[config.mk]
export PLATFORM = sky130hd
export DESIGN_NAME = pipe_stage_reg
export DESIGN_NICKNAME = d
export VERILOG_FILES = /design/src/rtl/pipe_stage_reg_pkg.sv /design/src/rtl/pipe_stage_reg_skid_slot.sv /design/src/rtl/pipe_stage_reg.sv
export SDC_FILE = /design/constraint.sdc
export NUM_CORES = 1
export LEC_CHECK = 0
export ABC_AREA = 1
export CAP_MARGIN = 30
export CORE_MARGIN = 2
export CORE_UTILIZATION = 45
export DETAILED_ROUTE_END_ITERATION = 8
export PLACE_DENSITY = 0.88
export SYNTH_ARGS = -nofsm -noshare
export SYNTH_HDL_FRONTEND = slang
export SYNTH_HIERARCHICAL = 1
export SYNTH_SLANG_ARGS = --single-unit
[constraint.sdc]
create_clock -name clk -period 2.3 [get_ports clk]
set_input_delay 0.23 -clock clk [delete_from_list [all_inputs] [get_ports clk]]
set_output_delay 0.23 -clock clk [all_outputs]
set_load 0.02 [all_outputs]
[src/rtl/pipe_stage_reg_pkg.sv]
// pipe_pkg: shared state encoding and lane layout for the CPU inter-stage registers.
package pipe_pkg;
  typedef enum logic [1:0] {ST_EMPTY, ST_FULL, ST_SKID} pipe_state_t;
  localparam int LANE_PC    = 0;
  localparam int LANE_INSTR = 1;
  localparam int LANE_ANS   = 2;
  localparam int LANE_RDATA = 3;
  localparam logic [31:0] NOP_INSTR = 32'h0;
endpackage

[src/rtl/pipe_stage_reg_skid_slot.sv]
// pipe_skid_slot: one-entry overflow register with valid flag; clear wins over load.
module pipe_skid_slot #(
  parameter int PW = 128
) (
  input  logic          clk,
  input  logic          rst,
  input  logic          i_load,
  input  logic          i_clear,
  input  logic [PW-1:0] i_data,
  output logic [PW-1:0] o_data,
  output logic          o_valid
);
  always_ff @(posedge clk or negedge rst)
    if (!rst) begin
      o_data  <= '0;
      o_valid <= 1'b0;
    end else if (i_clear) begin
      o_valid <= 1'b0;
    end else if (i_load) begin
      o_data  <= i_data;
      o_valid <= 1'b1;
    end
endmodule

[src/rtl/pipe_stage_reg.sv]
// pipe_stage_reg: valid/ready pipeline register with flush; PIPE_STAGE_SKID_EN adds a skid slot
// so in_ready comes from a flop.
module pipe_stage_reg
  import pipe_pkg::*;
#(
  parameter int LANE_W         = 32,
  parameter int NUM_LANES      = 4,
  parameter bit CLEAR_ON_FLUSH = 1'b1,
  localparam int PW            = LANE_W * NUM_LANES
) (
  input  logic          clk,
  input  logic          rst,
  input  logic          in_valid,
  output logic          in_ready,
  input  logic [PW-1:0] in_data,
  input  logic          flush,
  output logic          out_valid,
  input  logic          out_ready,
  output logic [PW-1:0] out_data,
  output logic [1:0]    occupancy
);
  pipe_state_t   r_state;
  logic          r_out_valid;
  logic [PW-1:0] r_out_data;
  logic [1:0]    r_occ;
  logic          w_acc;
  logic          w_emt;
  assign w_acc     = in_valid & in_ready;
  assign w_emt     = r_out_valid & out_ready;
  assign out_valid = r_out_valid;
  assign out_data  = r_out_data;
  assign occupancy = r_occ;
`ifdef PIPE_STAGE_SKID_EN
  logic          r_in_ready;
  logic [PW-1:0] w_skid_data;
  logic          w_skid_valid;
  logic          w_skid_load;
  logic          w_skid_clear;
  assign w_skid_load  = !flush && r_state == ST_FULL && w_acc && !w_emt;
  assign w_skid_clear = flush || (r_state == ST_SKID && w_emt);
  assign in_ready     = r_in_ready;
  pipe_skid_slot #(.PW(PW)) u_skid (
    .clk    (clk),
    .rst    (rst),
    .i_load (w_skid_load),
    .i_clear(w_skid_clear),
    .i_data (in_data),
    .o_data (w_skid_data),
    .o_valid(w_skid_valid)
  );
`else
  assign in_ready = out_ready | ~r_out_valid;
`endif
  always_ff @(posedge clk or negedge rst)
    if (!rst) begin
      r_state     <= ST_EMPTY;
      r_out_valid <= 1'b0;
      r_out_data  <= '0;
      r_occ       <= 2'd0;
`ifdef PIPE_STAGE_SKID_EN
      r_in_ready  <= 1'b1;
`endif
    end else if (flush) begin
      r_state     <= ST_EMPTY;
      r_out_valid <= 1'b0;
      r_occ       <= 2'd0;
      if (CLEAR_ON_FLUSH) r_out_data <= '0;
`ifdef PIPE_STAGE_SKID_EN
      r_in_ready  <= 1'b1;
`endif
    end else begin
      case (r_state)
        ST_EMPTY: if (w_acc) begin
          r_state     <= ST_FULL;
          r_out_data  <= in_data;
          r_out_valid <= 1'b1;
          r_occ       <= 2'd1;
        end
        ST_FULL: begin
          if (w_acc && w_emt) r_out_data <= in_data;
          else if (w_emt) begin
            r_state     <= ST_EMPTY;
            r_out_valid <= 1'b0;
            r_occ       <= 2'd0;
          end
`ifdef PIPE_STAGE_SKID_EN
          else if (w_acc) begin
            r_state    <= ST_SKID;
            r_occ      <= 2'd2;
            r_in_ready <= 1'b0;
          end
`endif
        end
`ifdef PIPE_STAGE_SKID_EN
        ST_SKID: if (w_emt && w_skid_valid) begin
          r_state    <= ST_FULL;
          r_out_data <= w_skid_data;
          r_occ      <= 2'd1;
          r_in_ready <= 1'b1;
        end
`endif
        default: r_state <= ST_EMPTY;
      endcase
    end
endmodule
==> results by group <==
Cells and area
  • Multi-input gate area: 1950 µm²
  • Post-Route Utilization: 0.735
  • Number of fill cells: 859
  • Reg area: 3230 µm²
  • Area growth syn-to-layout: 58.4%
  • Finished Cell Area: 8900 µm²
  • Most common cell after layout, fill and taps aside: clkdlybuf4s50_1
  • N_diodes: 0
  • Layout net count: 951
  • Layout cell share with drive strength beyond 1: 0.0614
  • Most frequent cells in the layout: 261 x clkdlybuf4s50_1, 129 x dfrtp_1, 128 x nand3_1, 128 x nand4_1, 128 x nand2_1

Synthesis
  • Yosys warning count: 6
  • Register area share after synthesis: 0.574
  • Syn_nets: 725
  • Synth Register Bits: 129
  • Post-synth cell types: 13
  • Synthesized area per cell: 9.49 µm²
  • Cells after Synth: 592
  • Post-Syn Area: 5620 µm²

Status
  • Outcome: complete, no violations

CTS
  • Clk buf depth: 2
  • Postcts setup bufs: 0
  • Post-cts resize count: 0
  • Root Driver: clkbuf_16
  • H-tree levels: 4
  • CTS clock-pin slew for the worst setup and hold paths: 0.06 ns
  • TritonCTS Buffers: 17
  • CTS tree: done
  • CTS sink count: 129
  • Clock latency on the worst-skew pair: 0.41 ns

STA
  • Tmin final: 1.79 ns
  • Period utilisation layout: 0.778
  • Worst Max-Slew Pin Slew: 0.716 ns
  • Final hold vios: 0
  • Worst Skew: 0.00711 ns
  • Final WS setup: 0.510 ns
  • Setup TNS: 0 ns
  • Rel. slew slack: 0.523
  • Max Clock Freq: 0.559 GHz
  • Setup-failing EPs final: 0
  • Unrepaired setup endpoints after global routing: no
  • Max-slew violation count: 0

Critical path
  • Worst EP required: 2.07 ns
  • CP startpoint: out_valid$_DFFE_PN0P_
  • Crit path max fanout: 4
  • Worst path slowest cell: clkdlybuf4s50_1
  • Crit path kind: flip-flop to output port
  • Reg-to-Reg Start: out_valid$_DFFE_PN0P_
  • Crit path largest cell delay: 0.62 ns
  • R2R depth: 4
  • Data arrival, critical path: 1.56 ns
  • Reg-to-reg slack, setup: 0.70 ns
  • Worst Setup EP: in_ready
  • Worst Setup Start Kind: flip-flop
  • Crit path depth: 2
  • Worst Path Buf+Inv: 1
  • Worst Setup End Kind: output port
  • Crit-path cells: nand2_4 -> clkdlybuf4s50_1
  • R2r endpoint: out_data[16]$_DFFE_PN0P_
  • Crit-path leading delay family: buffers and inverters

Global route
  • Antenna violations before repair: 0
  • Vias in the first global route: 5458
  • Largest net degree at the start of global routing: 130
  • Gr ovfl total: 0
  • Wire length of the first global-routing pass: 27200 µm
  • Global router's overall resource usage: 0.259

Power
  • Sw Share: 0.248
  • P per Cell Area: 739 nW/µm²
  • Leakage power: 4.19 nW
  • P_int: 4.95 mW
  • Worst-case vdd ir drop: 0.461 mV
  • Power Total: 6.58 mW
  • Sequential Power Share: 0.378
  • Power share of the combinational group: 0.171
  • Switch Pwr: 1.63 mW
  • Clock group share of total power: 0.451

Placement
  • GPL Wtd Cong: 0.788
  • Post-place setup slack: 0.479 ns
  • Post-DP HPWL: 11700 µm
  • Placed cell areas: 8240 µm²
  • Port Buffers: 263

Job
  • Max Cap Violations: 0

Drt
  • Vias: 5615
  • Initial drt markers: 539
  • Initial DRT Pass Iterations: 5
  • Via density: 5.62
  • DR DRC count: 0
  • Final WL: 17600 µm
  • Drt wl/cell: 17.6 µm
  • Routed Antenna Nets: 0

Floorplan
  • DIE AREA: 13400 µm²
  • Rows: 40
  • IO Pins: 265
  • Die Ht: 116 µm
  • Core area: 12100 µm²
  • Initial Utilization: 0.464
  • Die width: 116 µm

Worst hold path
  • Worst min path class: input port to async pin
per-stage QoR:
step / hold WS (ns) / std cells
6_report: 0.332 / 999
5_1_grt: 0.364 / 999
4_1_cts: 0.320 / 999
3_5_place_dp: 0.216 / 966
3_3_place_gp: 0.202 / 966
2_1_floorplan: -0.0656 / 592
power by group through the flow:
stage               clock network (mW)  logic [mW]  registers (mW)
detailed placement                   0        1.12            2.52
CTS                               3.00        1.13            2.48
global route                      3.11        1.20            2.50
finish                            2.97        1.12            2.49
global placement                     0        1.10            2.51
floorplan                            0       0.325            2.69
how the worst min path moves through the flow:
stage,to,start
6_report,out_data[97]$_DFFE_PN0P_,rst
2_1_floorplan,out_data[0]$_DFFE_PN0P_,rst
3_5_place_dp,out_data[112]$_DFFE_PN0P_,rst
4_1_cts,out_data[112]$_DFFE_PN0P_,rst
5_1_grt,out_data[97]$_DFFE_PN0P_,rst
3_3_place_gp,out_data[112]$_DFFE_PN0P_,rst
synthesized netlist by cell type:
| cell | number | area share |
|---|---|---|
| inv_2 | 1 | 0.00067 |
| dfrtp_1 | 129 | 0.57 |
| inv_1 | 2 | 0.0013 |
| nand2_2 | 1 | 0.0011 |
| nand4_1 | 128 | 0.14 |
| buf_4 | 6 | 0.0080 |
| a21oi_1 | 1 | 0.00089 |
| nand3_1 | 128 | 0.11 |
| nand2_1 | 129 | 0.086 |
| clkbuf_1 | 4 | 0.0027 |
| buf_2 | 51 | 0.045 |
| buf_6 | 11 | 0.022 |
| conb_1 | 1 | 0.00067 |
metal layers:
layer,vias up,part of all wire,GRT usage,routed length (µm)
met2,261,0.51,0.432,9030
li1,2566,-,-,-
met1,2741,0.38,0.315,6640
met3,47,0.075,0.0680,1330
met4,0,0.035,0.126,608
met5,-,0,0,0
worst register-to-register path, cell delays in order (launching register included):
cell	delay [ns]
dfrtp_1	0.42
nand2_4	0.11
buf_4	0.57
nand4_1	0.30
nand2_1	0.13
cell type report:
class                      count  share of cell area
sequential                   129               0.363
timing repair buffer         279               0.319
multi-input combinational    388               0.219
clock buffer                  22              0.0533
tap                          168              0.0236
clock inverter                10              0.0202
inverter                       3             0.00183
state kept, by name (all words and copies together) (netlist names):
name	flops
out_data	128
out_valid	1
kinds of logic (layout without fill, tap and decap cells):
group,after synthesis,after routing,synth area share
other,1,1,0.000667
DFF,129,129,0.574
and+or+nand+nor,386,386,0.344
buffers and inverters,75,314,0.0802
AOI/OAI and AO/OA,1,1,0.000890
timing repair:
action / CTS / global route
endpoints found under the setup margin: 0 / 0
hold buffers: 1 / 0
endpoints found under the hold margin: 30 / 0
Power figures use the tool's default switching activity.
